[src/rtl/alu_seq_exec_pkg.sv]
// alu_pkg: shared constants and types for the multicycle ALU execution unit.
//   - datapath / shift-amount widths
//   - ALU op codes (1 and 3 are undefined and produce result 0)
//   - shift control word bit positions inside operand B
//   - FSM state enum
package alu_pkg;

    localparam int WIDTH   = 16;
    localparam int SHAMT_W = 4;

    localparam logic [2:0] OP_AND   = 3'd0;
    localparam logic [2:0] OP_OR    = 3'd2;
    localparam logic [2:0] OP_ADD   = 3'd4;
    localparam logic [2:0] OP_SUB   = 3'd5;
    localparam logic [2:0] OP_SHIFT = 3'd6;
    localparam logic [2:0] OP_SLT   = 3'd7;

    // Shift control word carried in B: B[3:0]=shamt, B[6]=right, B[5]=logical fill
    localparam int SH_RIGHT   = 6;
    localparam int SH_LOGICAL = 5;
    localparam int SHAMT_HI   = 3;
    localparam int SHAMT_LO   = 0;

    typedef enum logic [1:0] {
        IDLE  = 2'd0,
        SHIFT = 2'd1,
        DONE  = 2'd2
    } state_t;

endpackage

[src/rtl/alu_seq_exec_if.sv]
// alu_seq_exec_if: request/response bundle between the main control FSM
// (master) and the ALU execution unit (slave).
//   start, op, a, b             : request from master
//   busy, done, result, zero,
//   overflow                    : status/result from slave
interface alu_seq_exec_if;
    import alu_pkg::*;

    logic             start;
    logic [2:0]       op;
    logic [WIDTH-1:0] a;
    logic [WIDTH-1:0] b;
    logic             busy;
    logic             done;
    logic [WIDTH-1:0] result;
    logic             zero;
    logic             overflow;

    modport master (
        output start, op, a, b,
        input  busy, done, result, zero, overflow
    );

    modport slave (
        input  start, op, a, b,
        output busy, done, result, zero, overflow
    );

endinterface

[src/rtl/alu_seq_exec_shift_step.sv]
// shift_step: combinational fixed-distance shifter.
//   din     : data in
//   right   : 0 = shift left (zero fill), 1 = shift right
//   logical : right shifts only; 1 = zero fill, 0 = replicate MSB
//   dout    : shifted data
// DIST defaults to 1 (single-bit step); the barrel variant chains
// instances with DIST = 1, 2, 4, 8.
module shift_step #(
    parameter int WIDTH = 16,
    parameter int DIST  = 1
) (
    input  logic [WIDTH-1:0] din,
    input  logic             right,
    input  logic             logical,
    output logic [WIDTH-1:0] dout
);

    always_comb begin
        dout = din;
        if (!right) begin
            dout = {din[WIDTH-1-DIST:0], {DIST{1'b0}}};
        end else if (logical) begin
            dout = {{DIST{1'b0}}, din[WIDTH-1:DIST]};
        end else begin
            dout = {{DIST{din[WIDTH-1]}}, din[WIDTH-1:DIST]};
        end
    end

endmodule

[src/rtl/alu_seq_exec.sv]
// alu_seq_exec: multicycle ALU execution unit.
//   clock : rising-edge clock
//   reset : asynchronous active-high reset, aborts any operation
//   bus   : alu_seq_exec_if.slave (start/op/a/b in; busy/done/result/
//           zero/overflow out)
// AND/OR/ADD/SUB/SLT and undefined ops complete with done one cycle after
// start. SHIFT iterates one bit per cycle (latency shamt+1).
// Build option: define ALU_BARREL_SHIFT_EN to compute SHIFT with a barrel
// shifter in the start cycle (latency 1 for every shamt).
module alu_seq_exec
    import alu_pkg::*;
(
    input  logic           clock,
    input  logic           reset,
    alu_seq_exec_if.slave  bus
);

    state_t           state;
    logic [WIDTH-1:0] result;
    logic             zero;
    logic             overflow;
    logic             done;
    logic             busy;

    logic [WIDTH-1:0] sum;
    logic [WIDTH-1:0] diff;
    logic             slt;
    logic [WIDTH-1:0] shift_res;
    logic [WIDTH-1:0] alu_res;
    logic             alu_ovf;
    logic [SHAMT_W-1:0] shamt;

    assign shamt = bus.b[SHAMT_HI:SHAMT_LO];

`ifdef ALU_BARREL_SHIFT_EN
    logic [WIDTH-1:0] bstage [SHAMT_W+1];

    assign bstage[0] = bus.a;
    for (genvar i = 0; i < SHAMT_W; i++) begin : g_barrel
        logic [WIDTH-1:0] stepped;
        shift_step #(.WIDTH(WIDTH), .DIST(1 << i)) u_step (
            .din     (bstage[i]),
            .right   (bus.b[SH_RIGHT]),
            .logical (bus.b[SH_LOGICAL]),
            .dout    (stepped)
        );
        assign bstage[i+1] = shamt[i] ? stepped : bstage[i];
    end
    assign shift_res = bstage[SHAMT_W];
`else
    logic [WIDTH-1:0]   shreg;
    logic [SHAMT_W-1:0] cnt;
    logic               sh_right;
    logic               sh_logical;
    logic [WIDTH-1:0]   step_out;

    shift_step #(.WIDTH(WIDTH), .DIST(1)) u_step (
        .din     (shreg),
        .right   (sh_right),
        .logical (sh_logical),
        .dout    (step_out)
    );
    // Only the shamt==0 case completes from IDLE, where the result is A.
    assign shift_res = bus.a;
`endif

    // Single-cycle datapath, evaluated on the live request so the
    // accepting edge captures the operands.
    always_comb begin
        sum     = bus.a + bus.b;
        diff    = bus.a - bus.b;
        slt     = $signed(bus.a) < $signed(bus.b);
        alu_res = '0;
        alu_ovf = 1'b0;
        case (bus.op)
            OP_AND:   alu_res = bus.a & bus.b;
            OP_OR:    alu_res = bus.a | bus.b;
            OP_ADD: begin
                alu_res = sum;
                alu_ovf = (bus.a[WIDTH-1] == bus.b[WIDTH-1]) &&
                          (sum[WIDTH-1] != bus.a[WIDTH-1]);
            end
            OP_SUB: begin
                alu_res = diff;
                alu_ovf = (bus.a[WIDTH-1] != bus.b[WIDTH-1]) &&
                          (diff[WIDTH-1] != bus.a[WIDTH-1]);
            end
            OP_SHIFT: alu_res = shift_res;
            OP_SLT:   alu_res = {{(WIDTH-1){1'b0}}, slt};
            default:  alu_res = '0;
        endcase
    end

    always_ff @(posedge clock or posedge reset) begin
        if (reset) begin
            state    <= IDLE;
            result   <= '0;
            zero     <= 1'b0;
            overflow <= 1'b0;
            done     <= 1'b0;
            busy     <= 1'b0;
`ifndef ALU_BARREL_SHIFT_EN
            shreg      <= '0;
            cnt        <= '0;
            sh_right   <= 1'b0;
            sh_logical <= 1'b0;
`endif
        end else begin
            case (state)
                IDLE: begin
                    done <= 1'b0;
                    if (bus.start) begin
                        busy <= 1'b1;
`ifndef ALU_BARREL_SHIFT_EN
                        if (bus.op == OP_SHIFT && shamt != '0) begin
                            shreg      <= bus.a;
                            cnt        <= shamt;
                            sh_right   <= bus.b[SH_RIGHT];
                            sh_logical <= bus.b[SH_LOGICAL];
                            state      <= SHIFT;
                        end else
`endif
                        begin
                            result   <= alu_res;
                            zero     <= (alu_res == '0);
                            overflow <= alu_ovf;
                            done     <= 1'b1;
                            state    <= DONE;
                        end
                    end
                end
`ifndef ALU_BARREL_SHIFT_EN
                SHIFT: begin
                    shreg <= step_out;
                    cnt   <= cnt - 1'b1;
                    // Last step: publish the shifted value directly so done
                    // lands on the same edge as the final shift.
                    if (cnt == SHAMT_W'(1)) begin
                        result   <= step_out;
                        zero     <= (step_out == '0);
                        overflow <= 1'b0;
                        done     <= 1'b1;
                        state    <= DONE;
                    end
                end
`endif
                DONE: begin
                    done  <= 1'b0;
                    busy  <= 1'b0;
                    state <= IDLE;
                end
                default: begin
                    done  <= 1'b0;
                    busy  <= 1'b0;
                    state <= IDLE;
                end
            endcase
        end
    end

    assign bus.result   = result;
    assign bus.zero     = zero;
    assign bus.overflow = overflow;
    assign bus.done     = done;
    assign bus.busy     = busy;

endmodule

[src/flat_wrapper.sv]
// flat-port wrapper written by rule: the top's interface ports become plain ports
module alu_seq_exec_flat import alu_pkg::*;
  (clock, reset, bus_start, bus_op, bus_a, bus_b, bus_busy, bus_done, bus_result, bus_zero, bus_overflow);
  alu_seq_exec_if bus_i ();
  input  logic clock;
  input  logic reset;
  input wire logic [$bits(bus_i.start)-1:0] bus_start;
  input wire logic [$bits(bus_i.op)-1:0] bus_op;
  input wire logic [$bits(bus_i.a)-1:0] bus_a;
  input wire logic [$bits(bus_i.b)-1:0] bus_b;
  output wire logic [$bits(bus_i.busy)-1:0] bus_busy;
  output wire logic [$bits(bus_i.done)-1:0] bus_done;
  output wire logic [$bits(bus_i.result)-1:0] bus_result;
  output wire logic [$bits(bus_i.zero)-1:0] bus_zero;
  output wire logic [$bits(bus_i.overflow)-1:0] bus_overflow;
  assign bus_i.start = bus_start;
  assign bus_i.op = bus_op;
  assign bus_i.a = bus_a;
  assign bus_i.b = bus_b;
  assign bus_busy = bus_i.busy;
  assign bus_done = bus_i.done;
  assign bus_result = bus_i.result;
  assign bus_zero = bus_i.zero;
  assign bus_overflow = bus_i.overflow;
  alu_seq_exec u_core (.clock(clock), .reset(reset), .bus(bus_i));
endmodule
[config.mk]
export PLATFORM = sky130hd
export DESIGN_NAME = alu_seq_exec_flat
export DESIGN_NICKNAME = d
export VERILOG_FILES = /design/src/rtl/alu_seq_exec_pkg.sv /design/src/rtl/alu_seq_exec_if.sv /design/src/rtl/alu_seq_exec_shift_step.sv /design/src/rtl/alu_seq_exec.sv /design/src/flat_wrapper.sv
export SDC_FILE = /design/constraint.sdc
export NUM_CORES = 1
export LEC_CHECK = 0
export BUFFER_PORTS_ARGS = -buffer_cell sky130_fd_sc_hd__buf_2
export CAP_MARGIN = 10
export CORE_MARGIN = 2
export CORE_UTILIZATION = 62
export CTS_BUF_LIST = sky130_fd_sc_hd__clkbuf_4
export DETAILED_ROUTE_END_ITERATION = 12
export GPL_TIMING_DRIVEN = 0
export PLACE_DENSITY = 0.82
export REMOVE_ABC_BUFFERS = 1
export SLEW_MARGIN = 20
export SYNTH_ARGS = -nofsm -noshare
export SYNTH_HDL_FRONTEND = slang
export SYNTH_SLANG_ARGS = --single-unit
[constraint.sdc]
create_clock -name clock -period 2.5 [get_ports clock]
set_input_delay 0.375 -clock clock [delete_from_list [all_inputs] [get_ports clock]]
set_output_delay 0.375 -clock clock [all_outputs]
set_load 0.01 [all_outputs]
==> flow_summary.yaml, run 1 <==
run_status:
  status: "finished with violations"
  violations: "negative setup slack"
die:
  fp.dieH_um: 92.9
  start_util: 0.638
  die_area_mm2: 0.00863
  die_x_um: 92.9
  row_count: 32
  pin_count: 58
  coreArea_mm2: 0.00769
drt:
  wl_um: 16300
  route.detailed.drc: 0
  drtAntennaViolNets: 0
  drtIter0Drc: 617
  drt-pass1-iter-count: 6
  viasPerCell: 6.94
  routedWlPerCell_um: 20.6
  vias: 5467
clocking:
  cts_sinks: 44
  clk_latency_ns: 0.36
  clockBufferDepth: 2
  htreeDepth: 2
  cts-root-buf: "clkbuf_4"
  numCtsBuffers: 5
  clkTransAtPathRegs_ns: 0.12
  tritoncts: "done"
finish:
  drive_above_1_share: 0.293
  area_delta_synth_final_pct: 24.2
  finalNonFillerCells: 788
  fin_nets: 782
  n_antenna_cell: 0
  finalCoreUtilization: 0.792
timing:
  slew_violations: 0
  final.min_clock_period_ns: 2.74
  rsz0062_at_grt: "yes"
  relSlewSlack: 0.216
  setup_slack_ns: -0.245
  fin_crit_sh: 1.10
  fin_skew_ns: 0.00549
  holdWs_ns: 0.306
  hold_violations: 0
  totalNegativeSetupSlack_ns: -0.642
  finalSetupViolations: 5
  max_freq_mhz: 364
  tightest_slew_ns: 1.17
place:
  dpl_worst_slack_ns: -0.833
  io_buffer_count: 57
  gp_congestion: 0.919
  dp_cells: 737
  place_hpwl_um: 10200
synthesis:
  synth_cell_types: 78
  synth_edf_count: 0
  syn_area_mm2: 0.00490
  synth-seq-cells: 44
  seq_area_frac_synth: 0.225
  synthCells: 620
  ys.flop_type: "dfrtp_1"
  ys_warn_count: 0
  async_flop_share: 1.00
  avgSynthCellArea_um2: 7.90
power:
  vdd_drop_max_uv: 303
  p_per_area_mw_per_mm2: 643
  power.leakage_nw: 2.78
critical_path:
  r2r_slack_ns: -0.07
  crit_chain: "buf_8 > inv_4 > ha_4 > nor2b_4 > or4_4 > o211ai_4 > a211oi_4 > buf_4 > o221ai_2 > o211ai_1 > nor4_2 > nand4_1 > o32ai_2"
  crit_path_max_fanout: 6
  r2r_start: "u_core.state[1]$_DFFE_PP0P_"
  worst_setup_path_end_kind: "flop"
  cp-startpoint: "bus_b[6]"
  worstPathArrival_ns: 3.01
  critPathMaxStageDelay_ns: 0.50
  critPathLaunchType: "primary input"
  slowest_stage: "or4_4"
  worstSetupPathType: "primary input to flop"
  r2r_end: "u_core.bus.zero$_DFFE_PP0P_"
  ff2ff_path_depth: 10
  critPathCapture: "u_core.bus.zero$_DFFE_PP0P_"
  cp_data_required_time_ns: 2.77
global_route:
  grt_pass1_vias: 4738
  grt_remaining_overflow: 0
  grt_max_degree: 53
  grt_pass1_wl_um: 23000
  antenna_found_initial: 0
  grt.total_usage: 0.333
worst_hold_path:
  hold_class: "primary input to flop"
job:
  max-cap-violations: 0
[repair_timing]
| action | 4_1_cts | 5_1_grt |
|---|---|---|
| cloned | 0 | 1 |
| pin swaps | 14 | 30 |
| setup buffers | 7 | 34 |
| endpoints found under the setup margin | 12 | 15 |
| hold buffers | 1 | 0 |
| hold endpoints to repair | 10 | 0 |
| resized for setup | 44 | 79 |
[per-layer routing]
metal / GRT usage / part of all wire
met1: 0.443 / 0.36
met2: 0.551 / 0.46
met3: 0.0545 / 0.12
met4: 0.108 / 0.055
met5: 0 / 0
[registers in the layout (all words and copies together) (netlist names)]
signal and count:
u_core.bus.zero 1, u_core.sh_right 1, u_core.cnt 4, u_core.bus.done 1, u_core.bus.result 16, u_core.bus.overflow 1
u_core.sh_logical 1, u_core.bus.busy 1, u_core.state 2, u_core.shreg 16
[cell usage in the layout (no fill, tap or decap), drive strengths merged, types with 6 or more instances in the layout]
master	n
buf	95
nand2	81
ha	57
nor2	55
inv	46
dfrtp	44
a21oi	37
o21ai	29
mux2i	27
a22oi	16
xnor2	13
o221ai	13
nor3	12
clkbuf	10
nor2b	10
a21o	9
nand4	7
nand2b	7
a31oi	7
o31ai	7
nor4	6
[where the power goes]
group	internal [mW]	switching, mW	total, mW
logic	0.919	1.24	2.16
clock network	0.221	0.223	0.444
registers	1.03	0.290	1.32
[critical path, delay by kind of cell]
kind	cells	cell delay (ns)
AOI/OAI and AO/OA	5	1.00
adders and majority gates	1	0.32
buffers and inverters	3	0.28
and+or+nand+nor	4	1.03
[stage by stage]
stage / power [mW] / area (um2)
floorplan: 2.47 / 4720
global placement: 2.99 / 5130
detailed placement: 3.06 / 5150
CTS: 3.60 / 5520
global route: 4.15 / 6090
finish: 3.92 / 6090
[cells by family (layout without fill, tap and decap cells)]
| logic type | Yosys count | after routing | synth area share |
|---|---|---|---|
| DFF | 44 | 44 | 0.225 |
| adders and majority gates | 59 | 59 | 0.154 |
| muxes | 30 | 30 | 0.0620 |
| and+or+nand+nor | 202 | 203 | 0.195 |
| xor gates and xnor gates | 13 | 13 | 0.0232 |
| AOI/OAI and AO/OA | 179 | 179 | 0.266 |
| buffers and inverters | 93 | 158 | 0.0758 |
[Yosys cell counts, types with 3 or more instances]
master,count,area (um2)
a211oi_1,3,22.5
a21o_1,9,67.6
a21oi_1,35,175
a22oi_1,16,120
a31oi_1,7,43.8
a32oi_1,4,35.0
and4_1,3,26.3
buf_2,9,45.0
buf_4,3,22.5
clkbuf_1,29,109
dfrtp_1,44,1100
ha_1,57,713
inv_1,47,176
inv_2,3,11.3
mux2_2,3,33.8
mux2i_1,27,270
nand2_1,81,304
nand2b_1,7,43.8
nand3_1,5,25.0
nand4_1,7,43.8
nor2_1,55,206
nor2b_1,9,56.3
nor3_1,12,60.1
nor3b_1,3,22.5
nor4_1,3,18.8
o211ai_1,4,30.0
o21a_1,4,30.0
o21ai_0,27,135
o21bai_1,5,37.5
o221ai_1,12,105
o22a_1,3,26.3
o22ai_1,5,31.3
o31ai_1,6,45.0
or2_2,3,18.8
xnor2_1,13,114
[final cells by class]
cell class / instances / area (um2)
Fill cell: 518 / 1600
Multi-Input combinational cell: 484 / 3860
Inverter: 50 / 219
Timing Repair Buffer: 100 / 702
Tap cell: 102 / 128
Sequential cell: 44 / 1100
Clock inverter: 2 / 35.0
Clock buffer: 6 / 45.0
[how the worst min path moves through the flow]
stage / from / endpoint / slack (ns) / cells after the start
6_report: bus_a[10] / u_core.shreg[10]$_DFFE_PP0P_ / 0.31 / 3
2_1_floorplan: u_core.state[1]$_DFFE_PP0P_ / u_core.bus.busy$_DFFE_PP0P_ / 0.44 / 1
4_1_cts: bus_start / u_core.bus.busy$_DFFE_PP0P_ / 0.25 / 3
3_5_place_dp: reset / u_core.cnt[2]$_DFFE_PP0P_ / 0.32 / 2
3_3_place_gp: u_core.bus.result[8]$_DFFE_PP0P_ / u_core.bus.result[8]$_DFFE_PP0P_ / 0.45 / 2
5_1_grt: bus_a[10] / u_core.shreg[10]$_DFFE_PP0P_ / 0.32 / 3
No activity file was read; power rests on OpenSTA's default activity.
==> inputs of run 2 (changes only) <==
Settings changed: CORE_UTILIZATION 62 to 56, PLACE_DENSITY 0.82 to 0.78, TNS_END_PERCENT from default to 100.
Clock period 2.5 ns to 2.3 ns, I/O delays scaled along.
==> run 2 against run 1 <==
The flow still finishes with violations (negative setup slack); via count down 7.9%; wire length down 6.1%; die area up 10%; utilization down 9.0 points; critical endpoint unchanged; power up 6.4%; worst setup slack worse by 0.15 ns; sequential power up 8%; sequential cell count unchanged; non-clock buffer count down 8; sequential share of layout area up 0.18 points; count of clock-buffer cells in the layout down 1.
==> flow_summary.yaml, run 2 (same netlist as run 1, synthesis figures left out) <==
finish:
  area_delta_synth_final_pct: 23.0
  n_antenna_cell: 0
  fillers: 691
  drive_above_1_share: 0.292
  layout_commonest_cell: "nand2_1"
  biggestRegsByFlops: "u_core.bus.result (16), u_core.shreg (16), u_core.cnt (4)"
  fin_nets: 773
  most-common-layout-cells: "nand2_1 (80), nor2_1 (51), buf_2 (48)"
drt:
  wl_um: 15300
  vias: 5035
  drtIter0Drc: 483
  viasPerCell: 6.41
  routedWlPerCell_um: 19.4
  drt-pass1-iter-count: 6
  drtAntennaViolNets: 0
  route.detailed.drc: 0
global_route:
  grt.total_usage: 0.300
  grt_util_met1: 0.401
  met3_usage: 0.0367
  grt_pass1_wl_um: 23400
  grt_remaining_overflow: 0
  grt_pass1_vias: 4705
  antenna_found_initial: 0
  busiest_layer: "met2"
  grt_max_degree: 53
  use_met2: 0.502
power:
  p_per_area_mw_per_mm2: 691
  p_total_mw: 4.17
  power.leakage_nw: 2.73
  vdd_drop_max_uv: 433
clocking:
  cts-root-buf: "clkbuf_4"
  htreeDepth: 2
  numCtsBuffers: 5
  tritoncts: "done"
  clk_latency_ns: 0.37
  clkTransAtPathRegs_ns: 0.14
  cts_sinks: 44
  clockBufferDepth: 2
critical_path:
  cp_data_required_time_ns: 2.59
  worst_setup_path_end_kind: "flop"
  crit_chain: "buf_2 > inv_2 > ha_1 > or2_1 > a221oi_4 > o211ai_4 > a211oi_2 > o22a_1 > o211ai_1 > nor4_2 > nand4_1 > o32ai_2"
  critPathMaxStageDelay_ns: 0.35
  r2r_start: "u_core.state[0]$_DFFE_PP0P_"
  worstSetupPathType: "primary input to flop"
  crit_path_max_fanout: 5
  slowest_stage: "a221oi_4"
  worstPathArrival_ns: 2.99
  cp-startpoint: "bus_a[1]"
  critPathLaunchType: "primary input"
die:
  die_x_um: 97.6
  row_count: 34
  pin_count: 58
  coreArea_mm2: 0.00859
  fp.dieH_um: 97.6
  die_area_mm2: 0.00952
  start_util: 0.570
timing:
  rsz0062_at_grt: "yes"
  final.min_clock_period_ns: 2.70
  finalSetupViolations: 18
  max_freq_mhz: 371
  setup_slack_ns: -0.397
  hold_violations: 0
  fin_crit_sh: 1.17
  totalNegativeSetupSlack_ns: -1.80
  relSlewSlack: 0.205
  slew_violations: 0
  tightest_slew_ns: 1.19
  fin_skew_ns: 0.0166
job:
  max-cap-violations: 0
place:
  gp_congestion: 0.909
  io_buffer_count: 57
  place_hpwl_um: 10600
run_status:
  violations: "negative setup slack"
  status: "finished with violations"
worst_hold_path:
  hold_class: "primary input to flop"
  worstHoldStart: "bus_start"
[run 2: cell types whose count changed in the layout (fill, tap and decap cells not counted), sizes merged]
cell / change
nor2b: -1
inv: +2
clkbuf: -3
buf: -6
clkinvlp: -1
[run 2: metal layers]
| metal | vias to the layer above | share of wire |
|---|---|---|
| li1 | 2317 | - |
| met1 | 2418 | 0.41 |
| met2 | 262 | 0.48 |
| met3 | 38 | 0.079 |
| met4 | 0 | 0.031 |
| met5 | - | 0 |
[run 2: where the power goes]
part	internal [mW]	leakage [nW]	switching, mW	total [mW]
registers	1.12	0.541	0.308	1.42
clock network	0.222	0.0403	0.250	0.472
logic	0.978	2.15	1.30	2.27
total	2.31	2.73	1.85	4.17
[run 2: metrics by stage]
step	area, um2	std cells	setup slack [ns]	hold slack [ns]	util
finish	6030	785	-0.397	0.250	0.702
global route	6030	785	-0.431	0.270	0.702
CTS	5600	759	-0.543	0.244	0.651
detailed placement	5170	743	-1.07	0.381	0.601
global placement	5140	742	-1.12	0.448	0.598
floorplan	4720	577	-0.424	0.439	-
[run 2: repair_timing]
| action | 4_1_cts | 5_1_grt |
|---|---|---|
| buffers inserted | 8 | 26 |
| hold endpoints to repair | 8 | 0 |
| hold buffers | 1 | 0 |
| setup endpoints to repair | 19 | 25 |
| gates resized for setup | 63 | 65 |
| pin swaps | 21 | 33 |
[run 2: layout make-up]
type / count / area (um2) / area share
clock buffers: 5 / 37.5 / 0.00623
inverters: 50 / 208 / 0.0344
repair buffers: 92 / 621 / 0.103
flip-flops and latches: 44 / 1100 / 0.183
multi-input cells: 483 / 3890 / 0.645
clock inverters: 3 / 37.5 / 0.00623
well taps: 108 / 135 / 0.0224
[run 2: worst max-delay path: cells and delay by family]
family | cells | cell delay [ns]
compound gates | 6 | 1.31
simple gates | 3 | 0.76
fa+ha+maj | 1 | 0.30
buf+inv | 2 | 0.25
[run 2: final timing paths]
path | to | slack [ns] | cells past startpoint
min in group asynchronous | u_core.shreg[7]$_DFFE_PP0P_ | 0.51 | 3
max in group asynchronous | u_core.cnt[1]$_DFFE_PP0P_ | 1.30 | 4
max | u_core.bus.zero$_DFFE_PP0P_ | -0.40 | 12
min reg2reg | u_core.bus.result[10]$_DFFE_PP0P_ | 0.49 | 2
min | u_core.bus.busy$_DFFE_PP0P_ | 0.25 | 3
max reg2reg | u_core.bus.zero$_DFFE_PP0P_ | -0.17 | 9
==> inputs of run 3 (changes only) <==
Settings changed: ABC_AREA from default to 1.
==> run 3 against run 2 <==
The run now ends clean; sequential power shrank 6%; utilization shrank 6.4 points; register-to-register slack gained 0.26 ns; global-route usage grew 0.55 points; worst setup slack gained 0.45 ns; via count grew 9.0%; final area shrank 7.4%; sequential cell count is the same; sequential share of layout area grew 1.5 points; final cell count grew 23%; first-iteration DRC count shrank 2.7%.
==> flow_summary.yaml, run 3 <==
power:
  pwr-share-seq: 0.340
  power.leakage_nw: 3.15
  pwr-share-comb: 0.532
  clkPwrFrac: 0.128
  p_per_area_mw_per_mm2: 706
  p_total_mw: 3.94
  vdd_drop_max_uv: 406
  switching_share: 0.473
  power.internal_mw: 2.08
  power.switching_mw: 1.87
clocking:
  clk_latency_ns: 0.37
  cts_setup_buffers: 0
  cts_sinks: 44
  htreeDepth: 2
  clkTransAtPathRegs_ns: 0.13
  numCtsBuffers: 5
  tritoncts: "done"
  cts-root-buf: "clkbuf_4"
  clockBufferDepth: 2
drt:
  vias: 5486
  drt-pass1-iter-count: 5
  routedWlPerCell_um: 15.8
  wl_um: 15300
  route.detailed.drc: 0
  drtIter0Drc: 470
  drtAntennaViolNets: 0
  viasPerCell: 5.68
timing:
  tightest_slew_ns: 0.812
  final.min_clock_period_ns: 2.25
  hold_violations: 0
  relSlewSlack: 0.458
  fin_skew_ns: 0.0178
  slew_violations: 0
  max_freq_mhz: 444
  finalSetupViolations: 0
  rsz0062_at_grt: "yes"
  fin_crit_sh: 0.978
worst_hold_path:
  hold_class: "primary input to flop"
critical_path:
  cp_data_required_time_ns: 2.60
  crit_path_max_fanout: 4
  worstPathArrival_ns: 2.55
  critPathLaunchType: "primary input"
  worstSetupPathType: "primary input to flop"
  worst_setup_path_end_kind: "flop"
die:
  die_area_mm2: 0.00985
  coreArea_mm2: 0.00876
  pin_count: 58
  row_count: 34
  die_x_um: 99.3
  fp.dieH_um: 99.3
  start_util: 0.580
finish:
  area_delta_synth_final_pct: 9.87
  biggestRegsByFlops: "u_core.bus.result (16), u_core.shreg (16), u_core.cnt (4)"
  fin_nets: 953
  n_antenna_cell: 0
  drive_above_1_share: 0.118
  finalInstanceArea_mm2: 0.00558
  most-common-layout-cells: "nand2_1 (238), inv_1 (138), nand3_1 (75)"
  layout_commonest_cell: "nand2_1"
place:
  gp_congestion: 0.981
  place_area_mm2: 0.00539
  io_buffer_count: 57
  place_hpwl_um: 11600
global_route:
  grt.total_usage: 0.306
  grt_remaining_overflow: 0
  grt_max_degree: 32
  grt_pass1_vias: 5004
  antenna_found_initial: 0
  grt_pass1_wl_um: 24200
synthesis:
  async_flop_share: 1.00
  synth_top_area_cell: "dfrtp_1"
  seq_area_frac_synth: 0.217
  syn_area_mm2: 0.00508
  synth_top_cell_area_share: 0.217
  post-synth-top-count-cell: "nand2_1"
  synth_edf_count: 0
  synthTopCellsByCount: "nand2_1 (241), inv_1 (139), nand3_1 (75), nor2_1 (75), ha_1 (57)"
  synthCells: 814
  ys_warn_count: 0
  avgSynthCellArea_um2: 6.24
  synth-seq-cells: 44
  synth.area.top_cells: "dfrtp_1 (22%), nand2_1 (18%), ha_1 (14%), inv_1 (10%), nand3_1 (7.4%)"
  synth_cell_types: 40
  ys.flop_type: "dfrtp_1"
job:
  max-cap-violations: 0
run_status:
  status: "complete, no violations"
-- run 3: cell count changes after synthesis, moves of 7 or more --
| cell | delta |
|---|---|
| nand2_1 | +160 |
| nor2_1 | +20 |
| inv_1 | +92 |
| nand3_1 | +70 |
| mux2i_1 | -27 |
| a22oi_1 | -16 |
| a21o_1 | -8 |
| nor2b_1 | -9 |
| clkbuf_1 | -22 |
| nand2b_1 | -7 |
| o22ai_1 | +7 |
| nor3_1 | -7 |
| xnor2_1 | -13 |
-- run 3: area by class of cell --
cell class                 count  area (um2)
fill                         836        3180
inverter                     142         533
clock inverter                 2        35.0
sequential                    44        1100
tap                          108         135
multi-input combinational    604        3420
timing repair buffer          59         315
clock buffer                   6        45.0
-- run 3: worst paths after layout --
check | endpoint | slack (ns) | startpoint | depth (start not counted)
min reg2reg | u_core.bus.result[15]$_DFFE_PP0P_ | 0.49 | u_core.bus.result[15]$_DFFE_PP0P_ | 2
max in group asynchronous | u_core.bus.result[13]$_DFFE_PP0P_ | 1.36 | reset | 4
max reg2reg | u_core.bus.zero$_DFFE_PP0P_ | 0.09 | u_core.sh_right$_DFFE_PP0P_ | 6
min | u_core.cnt[2]$_DFFE_PP0P_ | 0.31 | bus_b[2] | 3
max | u_core.bus.zero$_DFFE_PP0P_ | 0.05 | bus_a[0] | 15
min in group asynchronous | u_core.shreg[7]$_DFFE_PP0P_ | 0.45 | reset | 3
-- run 3: timing repair --
| action | in CTS | in global routing |
|---|---|---|
| pin swaps | 2 | 2 |
| hold buffers | 1 | 0 |
| setup endpoints to repair | 18 | 15 |
| cloned | 2 | 0 |
| hold endpoints to repair | 13 | 0 |
| resized for setup | 5 | 18 |
-- run 3: logic make-up (layout without fill, tap and decap cells) --
kind of cell,count (synthesis),in the layout,synth area share
and+or+nand+nor,418,419,0.342
buffers and inverters,168,209,0.134
AOI/OAI and AO/OA,123,124,0.156
adders and majority gates,59,59,0.148
DFF,44,44,0.217
xor gates and xnor gates,2,2,0.00345
-- run 3: worst max-delay path, stage by stage --
cell and delay, ns:
buf_2 0.11, inv_1 0.08, ha_1 0.22, fa_2 0.40
o21ai_2 0.19, nand3_1 0.09, nand2_1 0.06, nor2_1 0.05
nor2_1 0.33, nand3_1 0.14, nor2_1 0.11, nand3_1 0.10
nor2_1 0.12, nand3_1 0.09, a21oi_1 0.12
-- run 3: power groups by stage --
stage	registers (mW)	clock network [mW]	logic, mW
floorplan	1.37	0	1.29
global placement	1.33	0	1.90
detailed placement	1.34	0	1.96
CTS	1.34	0.503	2.02
global route	1.39	0.538	2.34
finish	1.34	0.505	2.10
-- run 3: routing by layer --
| metal | part of all wire | vias up | track usage |
|---|---|---|---|
| met4 | 0.038 | 0 | 0.121 |
| met1 | 0.42 | 2480 | 0.412 |
| met3 | 0.082 | 47 | 0.0506 |
| met5 | 0 | - | 0 |
| li1 | - | 2704 | - |
| met2 | 0.46 | 255 | 0.492 |
-- run 3: per-stage QoR --
stage | TNS, ns | hold slack, ns | cells | util | setup slack (ns)
after floorplan | -7.12 | 0.448 | 788 | - | -0.457
after global placement | -41.24 | 0.460 | 953 | 0.611 | -1.52
after detailed placement | -14.14 | 0.321 | 954 | 0.615 | -0.836
after CTS | 0 | 0.301 | 965 | 0.628 | 0.0211
after global routing | -0.0888 | 0.340 | 965 | 0.637 | -0.0836
final | 0 | 0.311 | 965 | 0.637 | 0.0495
